### config.mk
export PLATFORM = sky130hd
export DESIGN_NAME = c_vote_tally
export DESIGN_NICKNAME = d
export VERILOG_FILES = /design/src/rtl/c_vote_tally.sv
export SDC_FILE = /design/constraint.sdc
export NUM_CORES = 1
export LEC_CHECK = 0
export BUFFER_PORTS_ARGS = -buffer_cell sky130_fd_sc_hd__buf_4
export CAP_MARGIN = 20
export CORE_MARGIN = 2
export CORE_UTILIZATION = 53
export CTS_CLUSTER_DIAMETER = 30
export DETAILED_ROUTE_END_ITERATION = 10
export PLACE_DENSITY = 0.82
export SKIP_LAST_GASP = 1
export SLEW_MARGIN = 15
export SYNTH_ARGS = -nofsm -noshare
export SYNTH_HDL_FRONTEND = slang
export SYNTH_SLANG_ARGS = --single-unit
### constraint.sdc
create_clock -name clk -period 1.5 [get_ports clk]
set_input_delay 0.075 -clock clk [delete_from_list [all_inputs] [get_ports clk]]
set_output_delay 0.075 -clock clk [all_outputs]
set_load 0.01 [all_outputs]
### src/rtl/c_vote_tally.sv
// Clock-domain back end for the 3x3 C-element voting array: synchronizes the
// per-group any/majority lines, counts majority events and reports the first winner.
module c_vote_tally #(
    parameter int SYNC_STAGES = 2,
    parameter int CNT_W       = 8,
    parameter int REL_CYCLES  = 4
) (
    input  logic             clk,
    input  logic             rst,
    input  logic [2:0]       grp_any,
    input  logic [2:0]       grp_maj,
    input  logic             ack,
    input  logic             clr,
    input  logic [1:0]       sel,
    output logic [1:0]       winner,
    output logic             winner_valid,
    output logic             armed,
    output logic [CNT_W-1:0] count_out,
    output logic [2:0]       sat
);

    typedef enum logic [1:0] {
        S_IDLE,
        S_WIN,
        S_RELEASE
    } state_t;

    localparam logic [CNT_W-1:0] CNT_MAX  = '1;
    localparam logic [3:0]       REL_LAST = 4'(REL_CYCLES - 1);

    function automatic logic [CNT_W-1:0] sat_inc(input logic [CNT_W-1:0] v);
        return (v == CNT_MAX) ? v : v + 1'b1;
    endfunction

    function automatic logic [1:0] lowest_idx(input logic [2:0] r);
        if (r[0])
            return 2'd0;
        else if (r[1])
            return 2'd1;
        else
            return 2'd2;
    endfunction

    logic [2:0]       any_sync [SYNC_STAGES];
    logic [2:0]       maj_sync [SYNC_STAGES];
    logic [2:0]       any_s;
    logic [2:0]       maj_s;
    logic [2:0]       maj_p;
    logic [2:0]       rise;
    logic [CNT_W-1:0] cnt [3];
    logic [CNT_W-1:0] cnt_sel;

    state_t     state, state_nxt;
    logic [1:0] winner_nxt;
    logic [3:0] rel_cnt, rel_nxt;

    // Synchronizer chains; the array lines are asynchronous to clk
    always_ff @(posedge clk or posedge rst) begin
        if (rst) begin
            for (int i = 0; i < SYNC_STAGES; i++) begin
                any_sync[i] <= '0;
                maj_sync[i] <= '0;
            end
            maj_p <= '0;
        end else begin
            any_sync[0] <= grp_any;
            maj_sync[0] <= grp_maj;
            for (int i = 1; i < SYNC_STAGES; i++) begin
                any_sync[i] <= any_sync[i-1];
                maj_sync[i] <= maj_sync[i-1];
            end
            maj_p <= maj_s;
        end
    end

    assign any_s = any_sync[SYNC_STAGES-1];
    assign maj_s = maj_sync[SYNC_STAGES-1];
    assign rise  = maj_s & ~maj_p;

    // Event counters run in every FSM state; clr takes priority over a rise
    always_ff @(posedge clk or posedge rst) begin
        if (rst) begin
            for (int g = 0; g < 3; g++)
                cnt[g] <= '0;
            sat <= '0;
        end else begin
            for (int g = 0; g < 3; g++) begin
                if (clr) begin
                    cnt[g] <= '0;
                    sat[g] <= 1'b0;
                end else if (rise[g]) begin
                    cnt[g] <= sat_inc(cnt[g]);
                    if (sat_inc(cnt[g]) == CNT_MAX)
                        sat[g] <= 1'b1;
                end
            end
        end
    end

    always_comb begin
        case (sel)
            2'd0:    cnt_sel = cnt[0];
            2'd1:    cnt_sel = cnt[1];
            2'd2:    cnt_sel = cnt[2];
            default: cnt_sel = '0;
        endcase
    end

    always_ff @(posedge clk or posedge rst) begin
        if (rst)
            count_out <= '0;
        else
            count_out <= cnt_sel;
    end

    // Buzzer FSM: capture first winner, hold until ack, then wait for full release
    always_ff @(posedge clk or posedge rst) begin
        if (rst) begin
            state   <= S_IDLE;
            winner  <= 2'd0;
            rel_cnt <= '0;
        end else begin
            state   <= state_nxt;
            winner  <= winner_nxt;
            rel_cnt <= rel_nxt;
        end
    end

    always_comb begin
        state_nxt  = state;
        winner_nxt = winner;
        rel_nxt    = rel_cnt;
        case (state)
            S_IDLE: begin
                if (|rise) begin
                    state_nxt  = S_WIN;
                    winner_nxt = lowest_idx(rise);
                end
            end
            S_WIN: begin
                if (ack) begin
                    state_nxt = S_RELEASE;
                    rel_nxt   = '0;
                end
            end
            S_RELEASE: begin
                if (any_s != 3'b000) begin
                    rel_nxt = '0;
                end else if (rel_cnt == REL_LAST) begin
                    state_nxt = S_IDLE;
                    rel_nxt   = '0;
                end else begin
                    rel_nxt = rel_cnt + 4'd1;
                end
            end
            default: begin
                state_nxt = S_IDLE;
                rel_nxt   = '0;
            end
        endcase
    end

    assign armed        = (state == S_IDLE);
    assign winner_valid = (state == S_WIN);

endmodule

; After elaboration in Yosys (flattened, before gate mapping)
; Cells that the tools add are included.
[classes]
addsub = 4
eq_ne = 15
n_reduce_logical = 16
n_mux = 30
bitwise_logic = 3
[op_table]
columns = op, count
row1 = $mux W8, 9
row2 = $eq A8 B8 Y1 const B, 6
row3 = $add A8 B1 Y8 const B, 3
row4 = $pmux W8 S3, 1
row5 = $mux W2, 6
row6 = $mux W4, 3
row7 = $pmux W4 S3, 1
row8 = $reduce_bool A2 Y1, 6
row9 = $reduce_and A2 Y1, 5
row10 = $mux W1, 9
row11 = $ne A2 B2 Y1 const B, 3
row12 = $pmux W2 S3, 1
row13 = $add A4 B1 Y4 const B, 1
row14 = $eq A2 B1 Y1 const B, 2
row15 = $eq A2 B2 Y1 const B, 2
row16 = $eq A4 B2 Y1 const B, 1
row17 = $logic_not A2 Y1, 2
row18 = $reduce_and A4 Y1, 1
row19 = $and A3 B3 Y3, 1
row20 = $not A3 Y3, 1
row21 = $reduce_bool A3 Y1, 1
row22 = $reduce_or A3 Y1, 1
row23 = $ne A2 B1 Y1 const B, 1
row24 = $not A1 Y1, 1
[totals]
in_bits = 12
ff_bits = 58
output_inout_bits = 15

; Depth between registers and ports, before layout
; Gate-level depths: netlist of the first run.
[depth]
depth_word = 6
mapped_depth = 7
depth_no_buf = 6

; Worst setup path before layout of the first run
; OpenSTA, ideal clock, no wires.
[synth_path]
path_kind = register -> register
startpoint = reg cnt[16] (netlist bit)
endpoint = reg sat[0]
path_slack_ns = -0.161
path_buffers = 1
synth_period_minus_slack_ns = 1.661
required_ns = 1.378
setup_ns = 0.122
arrival_ns = 1.539
path_stages_with_launch = 8
cell_sequence = dfrtp_1 ha_1 nand4_1 or2_1 clkbuf_1 xor2_1 o32ai_1 a32o_1
[synth_between]
elab_chain_len = 5
word_cells_on_any_way = 6
classes_between = 1 x add/sub / 2 x eq/ne / 1 x mux / 2 x reduce/logical
[synth_rtl]
columns = item, line_no
row1 = start: declaration, 50  ; logic [CNT_W-1:0] cnt [3];
row2 = start signal: indexed assignment, 92  ; cnt[g] <= sat_inc(cnt[g]);
row3 = $add A8 B1 Y8 / $eq A8 B8 Y1 (equally long branches), 32  ; return (v == CNT_MAX) ? v : v + 1'b1;
row4 = $mux W8 (*), 32
row5 = $eq A8 B8 Y1 (*), 93  ; if (sat_inc(cnt[g]) == CNT_MAX)
row6 = $reduce_bool A2 Y1 (no source line) (*), -
row7 = $reduce_and A2 Y1 (no source line) (*), -
row8 = end signal: assignment, 85  ; sat <= '0;
row9 = end signal: indexed assignment, 90  ; sat[g] <= 1'b0;
row10 = end signal: indexed assignment, 94  ; sat[g] <= 1'b1;
row11 = end: declaration, 19  ; output logic [2:0] sat
; Every way passes the cells marked *; elsewhere a longest branch is shown, timed or not.
; A chain may end at the register's enable or synchronous reset.

; Worst setup path after layout of the first run
; Ends and elaborated chain as after synthesis.

==> results by group, run 1 <==
Min path
  • Min-delay worst type: input port to flop

Logic synthesis
  • Yosys top cell by area: dfrtp_1
  • Synth async-reset ratio: 100%
  • Number of flops mapped to enable cells by yosys: 0
  • Yosys cell types: 54
  • Register area share after synthesis: 49.6%
  • Yosys warning count: 0
  • Post-synthesis register bit count: 58
  • Post-synth top area share: 49.6%
  • Syn_area_per_cell: 9.69 sq um
  • Main area contributors after synthesis: dfrtp_1, mux2i_1, nand2_1
  • Post-synth net total: 318
  • Synthesized instance count: 302
  • Dominant synthesized flop cell: dfrtp_1
  • Syn Std Cell Area: 0.00293 sq mm

Global route
  • Overflow after GRT: 0
  • First-pass GRT wire length: 11800 um
  • Initial antenna violation count: 0
  • Total GRT Usage: 25.1%
  • Largest net degree at the start of global routing: 59
  • Vias in the first global route: 2471

Power
  • Power Total: 0.00392 W
  • P_leak: 1.80 nW
  • VDD IR max: 0.000829 V
  • Cell Pwr Density: 962 mW/mm^2

Timing
  • Max frequency: 0.632 GHz
  • RSZ-0062 raised after global routing: true
  • Setup TNS Final: -0.204 ns
  • Worst setup margin: -0.0817 ns
  • Slew @ Worst Pin: 0.493 ns
  • Worst rel slew slack: 67.1%
  • Final hold slack: 0.0255 ns
  • Worst Skew: 0.00874 ns
  • Final max-slew violation count: 0
  • Final hold violations: 0
  • Final worst path period need: 1.58 ns
  • Final period util: 105%
  • Final setup vio count: 5

Floorplanning
  • Die area: 0.00613 sq mm
  • Num rows: 27
  • Core Box Area: 0.00541 sq mm
  • Die Span Y: 78.3 um
  • IO Count: 27
  • Die W: 78.3 um
  • Initial Utilization: 54.1%

Detailed routing
  • DRT Wirelength: 7880 um
  • Antenna-violating nets left: 0
  • Via/cell ratio: 5.77
  • DRC: 0
  • Drt first pass iters: 5
  • Via count: 2676
  • Initial DRC count: 206
  • DR WL/cell: 17.0 um

Setup path
  • CP max FO: 3
  • Crit path DAT: 1.81 ns
  • Crit path required time: 1.73 ns
  • CP Class: flop to flop
  • Crit end category: flop
  • Critical Path Start Type: flop

Clocking
  • Clk slew on worst S/H paths: 0.07 ns
  • Clock latency on the worst-skew pair: 0.34 ns
  • Clock Tree Buf Depth: 2
  • Clk sinks: 58
  • TritonCTS Buffers: 9
  • CTS tree: built
  • Root buf cell: clkbuf_8
  • H-tree Lvls: 3

Final layout
  • # fillers: 358
  • Final Net Count: 403
  • # diodes: 0
  • Most frequent cells in the layout: buf_4, dfrtp_1, nand2_1, nor2_1, mux2i_1
  • P&R area growth vs syn: 39.4%
  • Commonest non-fill, non-tap cell in the layout: buf_4
  • Ratio of cells with drive above 1 in the final layout: 36.2%
  • Fin util: 75.4%

Run status
  • Run status: finished, violations left
  • Failing checks: negative setup slack

Flow run
  • Max-Cap Viols: 0

Placed design
  • Hpwl dp: 5070 um
  • Port Buffers: 26
  • Routability cong.: 0.954
repair_timing:
item	in CTS	in global routing
hold endpoints to repair	66	0
gates resized for setup	11	40
buffers inserted	1	11
hold buffers	9	0
pin swaps	6	17
endpoints found under the setup margin	17	18
area by class of cell:
cell class | count | area [sq um] | area share, %
Inverter | 6 | 26.3 | 0.644
Multi-Input combinational cell | 216 | 1510 | 37.0
Sequential cell | 58 | 1460 | 35.7
Timing Repair Buffer | 96 | 778 | 19.1
Clock buffer | 11 | 141 | 3.47
Clock inverter | 5 | 77.6 | 1.90
Tap cell | 72 | 90.1 | 2.21
path summary, 6_finish.rpt:
path / cells after the start / slack [ns] / from / to
min reg2reg: 0 / 0.35 / any_sync[5] / any_s[2]
min: 2 / 0.03 / clr / cnt[13]
min in group asynchronous: 4 / 0.37 / rst / cnt[23]
max reg2reg: 5 / -0.08 / cnt[16] / sat[0]
max in group asynchronous: 4 / 0.87 / rst / cnt[8]
max: 5 / -0.08 / cnt[16] / sat[0]
kinds of logic (layout without fill, tap and decap cells):
logic type | Yosys count | count (layout) | synth area share [%]
compound gates | 63 | 63 | 14.6
xor+xnor | 9 | 9 | 2.69
fa+ha+maj | 4 | 4 | 1.71
buf+inv | 28 | 118 | 4.23
flops | 58 | 58 | 49.6
mux | 18 | 18 | 6.24
simple gates | 122 | 122 | 20.9
routing by layer:
layer,up-vias,wire (um),global-route usage [%]
li1,1244,-,-
met5,-,0,0
met3,19,400,7.36
met1,1309,3270,33.4
met4,0,172,7.02
met2,104,4040,40.4
synthesized netlist by cell type, drive strengths merged, types with 2 or more instances:
library cell   n
xnor2          3
clkbuf        10
nor4           2
nand2b         5
a21oi         15
nand2         35
nand3b         3
or2            2
nand4          9
a32o           5
buf           12
nor2b          7
xor2           6
o21ai         20
ha             4
o211ai         2
o31ai          2
inv            6
a41oi          2
and3           2
mux2           2
nand3         12
nor2          28
mux2i         16
nor3          12
a311oi         2
dfrtp         58
critical path: stages (launching register included):
cell	delay, ns
dfrtp_1	0.41
buf_4	0.14
nand2_1	0.08
nor3_2	0.21
mux2_2	0.38
a32o_1	0.25
state kept, by name (all words and copies together) (netlist names):
| signal | cells |
|---|---|
| rel_cnt | 4 |
| winner | 2 |
| any_sync | 3 |
| count_out | 8 |
| cnt | 24 |
| sat | 3 |
| state | 2 |
| maj_sync | 3 |
| maj_s | 3 |
| any_s | 3 |
| maj_p | 3 |
metrics by stage:
stage	worst slack, ns	area [sq um]	instances
floorplan	-0.125	2960	302
global placement	-0.0201	3510	427
detailed placement	-0.102	3510	427
CTS	-0.0805	3860	453
global route	-0.153	4080	464
finish	-0.0817	4080	464
where the power goes:
| group | internal (W) | switching (W) | total [W] |
|---|---|---|---|
| Sequential | 0.00165 | 0.0000713 | 0.00173 |
| Clock | 0.000975 | 0.000628 | 0.00160 |
| Combinational | 0.000302 | 0.000294 | 0.000596 |
No activity file was read; power rests on OpenSTA's default activity.
==> run 2, diff against run 1 <==
ABC_AREA = 1   (was not set)
==> run 2 against run 1 <==
Effect of this change: the flow still finishes with violations (negative setup slack); design area is 9.4% lower; worst hold slack better by 0.026 ns; wire length is 16% lower; first-iteration DRC count is 2.4% lower; die area is 1.5% lower; synthesized area is 1.5% lower; critical path depth is 5 higher; synthesized cell count is 17% higher; cell count is 5.2% higher; setup slack better by 0.047 ns; critical endpoint is now sat[2].
==> results by group, run 2 <==
Timing
  • Slew @ Worst Pin: 0.446 ns
  • Worst setup margin: -0.0344 ns
  • Worst rel slew slack: 70.2%
  • Final worst path period need: 1.53 ns
  • Final max-slew violation count: 0
  • Max frequency: 0.652 GHz
  • Final hold slack: 0.0514 ns
  • Final period util: 102%
  • Final hold violations: 0
  • RSZ-0062 raised after global routing: true
  • Worst Skew: 0.00999 ns
  • Final setup vio count: 1

Flow run
  • Max-Cap Viols: 0

Setup path
  • Reg2Reg Capture Point: sat[2]
  • Reg2reg setup slack: -0.03 ns
  • Crit path required time: 1.72 ns
  • FF-to-FF Start: cnt[0]
  • CP max FO: 4
  • Critical Path Start Type: flop
  • Crit end category: flop
  • R2R cell count: 10
  • Crit path DAT: 1.76 ns
  • CP Class: flop to flop

Placed design
  • Routability cong.: 0.947
  • DP Area: 0.00326 sq mm
  • Hpwl dp: 4590 um
  • Port Buffers: 26
  • Pre-CTS setup slack: -0.0341 ns

Floorplanning
  • Initial Utilization: 55.7%
  • IO Count: 27
  • Die Span Y: 77.7 um
  • Core Box Area: 0.00517 sq mm
  • Die area: 0.00604 sq mm
  • Num rows: 26
  • Die W: 77.7 um

Power
  • VDD IR max: 0.00104 V
  • Sw Ratio: 25.8%
  • Sequential share of power: 44.5%
  • Switching pwr: 0.00100 W
  • P_leak: 1.71 nW
  • Clock share of power: 41.2%
  • Internal power: 0.00288 W
  • Comb power frac: 14.3%
  • Cell Pwr Density: 1050 mW/mm^2

Detailed routing
  • DRC: 0
  • Antenna-violating nets left: 0
  • Via count: 2585
  • DR WL/cell: 13.5 um
  • DRT Wirelength: 6600 um
  • Via/cell ratio: 5.30
  • Drt first pass iters: 5
  • Initial DRC count: 201

Logic synthesis
  • Post-synthesis register bit count: 58
  • Post-synth net total: 368
  • Count leader, synth: nand2_1
  • Main area contributors after synthesis: dfrtp_1, nand2_1, inv_1
  • Most instantiated cells after synthesis: nand2_1, dfrtp_1, inv_1, nand3_1, o21ai_0
  • Dominant synthesized flop cell: dfrtp_1
  • Register area share after synthesis: 50.4%
  • Synth async-reset ratio: 100%
  • Syn_area_per_cell: 8.18 sq um
  • Post-synth top area share: 50.4%
  • Yosys warning count: 0
  • Synthesized instance count: 352
  • Syn Std Cell Area: 0.00288 sq mm
  • Yosys cell types: 27
  • Yosys top cell by area: dfrtp_1
  • Number of flops mapped to enable cells by yosys: 0

Final layout
  • Final instance area: 0.00369 sq mm
  • Commonest non-fill, non-tap cell in the layout: nand2_1
  • Max reg flops: 24
  • Largest Register: cnt
  • Largest regs: cnt x24, count_out x8, rel_cnt x4
  • Most frequent cells in the layout: nand2_1, dfrtp_1, inv_1, buf_4, nand3_1
  • Final Net Count: 429
  • Fin util: 71.4%
  • Ratio of cells with drive above 1 in the final layout: 23.7%
  • P&R area growth vs syn: 28.3%
  • # diodes: 0

Clocking
  • CTS tree: built
  • Clk sinks: 58
  • TritonCTS Buffers: 9
  • Root buf cell: clkbuf_8
  • H-tree Lvls: 3
  • Clk slew on worst S/H paths: 0.06 ns
  • Clock latency on the worst-skew pair: 0.34 ns
  • Clock Tree Buf Depth: 2

Global route
  • First-pass GRT wire length: 11200 um
  • Largest net degree at the start of global routing: 59
  • Total GRT Usage: 24.0%
  • Initial antenna violation count: 0
  • Vias in the first global route: 2508
  • Overflow after GRT: 0

Run status
  • Failing checks: negative setup slack
  • Run status: finished, violations left

Min path
  • Hold Crit Depth: 3
  • WHS Endpoint: count_out[1]
  • Min-delay worst type: input port to flop
  • Hold Path Origin: sel[1]
[run 2: routing by layer]
| layer | track usage [%] | share of wire (%) | up-vias |
|---|---|---|---|
| met5 | 0 | 0 | - |
| met4 | 10.4 | 2.0 | 0 |
| met3 | 6.40 | 5.9 | 12 |
| met2 | 37.2 | 47 | 91 |
| met1 | 31.8 | 45 | 1216 |
| li1 | - | - | 1266 |
[run 2: critical path, stage by stage, from the launching register on]
cell	delay (ns)
dfrtp_1	0.35
ha_2	0.20
nand2_2	0.08
nor2_4	0.16
buf_4	0.14
xor2_1	0.15
nand2_1	0.08
nand2_1	0.07
nor2_1	0.04
nand2_1	0.09
a21oi_2	0.06
[run 2: worst max path at each step]
stage | startpoint | end | slack [ns] | cells after the start
after floorplan | cnt[1] | sat[2] | 0.11 | 11
final | cnt[0] | sat[2] | -0.03 | 10
after global placement | cnt[0] | sat[2] | 0.005 | 11
after global routing | cnt[0] | sat[2] | -0.21 | 11
after CTS | cnt[1] | sat[2] | -0.02 | 11
after detailed placement | cnt[0] | sat[2] | -0.03 | 11
[run 2: cell type report]
type                       instances  area [sq um]
timing repair buffer              50           414
clock buffer                      11           141
sequential                        58          1450
tap                               70          87.6
clock inverter                     5          77.6
inverter                          49           191
fill                             370          1480
multi-input combinational        245          1330
[run 2: stage by stage]
| stage | std cells | TNS [ns] | total power (W) |
|---|---|---|---|
| after floorplan | 352 | 0 | 0.00202 |
| after global placement | 459 | 0 | 0.00226 |
| after detailed placement | 459 | -0.0458 | 0.00227 |
| after CTS | 485 | -0.0199 | 0.00390 |
| after global routing | 488 | -0.360 | 0.00407 |
| final | 488 | -0.0344 | 0.00388 |
[run 2: timing repair]
item | CTS | global route
setup endpoints to repair | 2 | 3
pin swaps | 1 | 6
cloned | 0 | 0
hold endpoints to repair | 68 | 0
gates resized for setup | 2 | 22
setup buffers | 1 | 3
hold buffers | 9 | 0
[run 2: kinds of logic after synthesis]
logic type | after synthesis | share of synthesized area (%)
AOI/OAI and AO/OA | 50 | 10.7
buffers and inverters | 49 | 6.39
xor gates and xnor gates | 6 | 1.82
adders and majority gates | 4 | 1.74
DFF | 58 | 50.4
and+or+nand+nor | 185 | 29.0
[run 2: power by group through the flow]
| stage | registers [W] | clock network (W) | logic [W] |
|---|---|---|---|
| 2_1_floorplan | 0.00175 | 0 | 0.000267 |
| 3_3_place_gp | 0.00175 | 0 | 0.000511 |
| 3_5_place_dp | 0.00175 | 0 | 0.000525 |
| 4_1_cts | 0.00172 | 0.00163 | 0.000551 |
| 5_1_grt | 0.00174 | 0.00171 | 0.000626 |
| 6_report | 0.00173 | 0.00160 | 0.000555 |
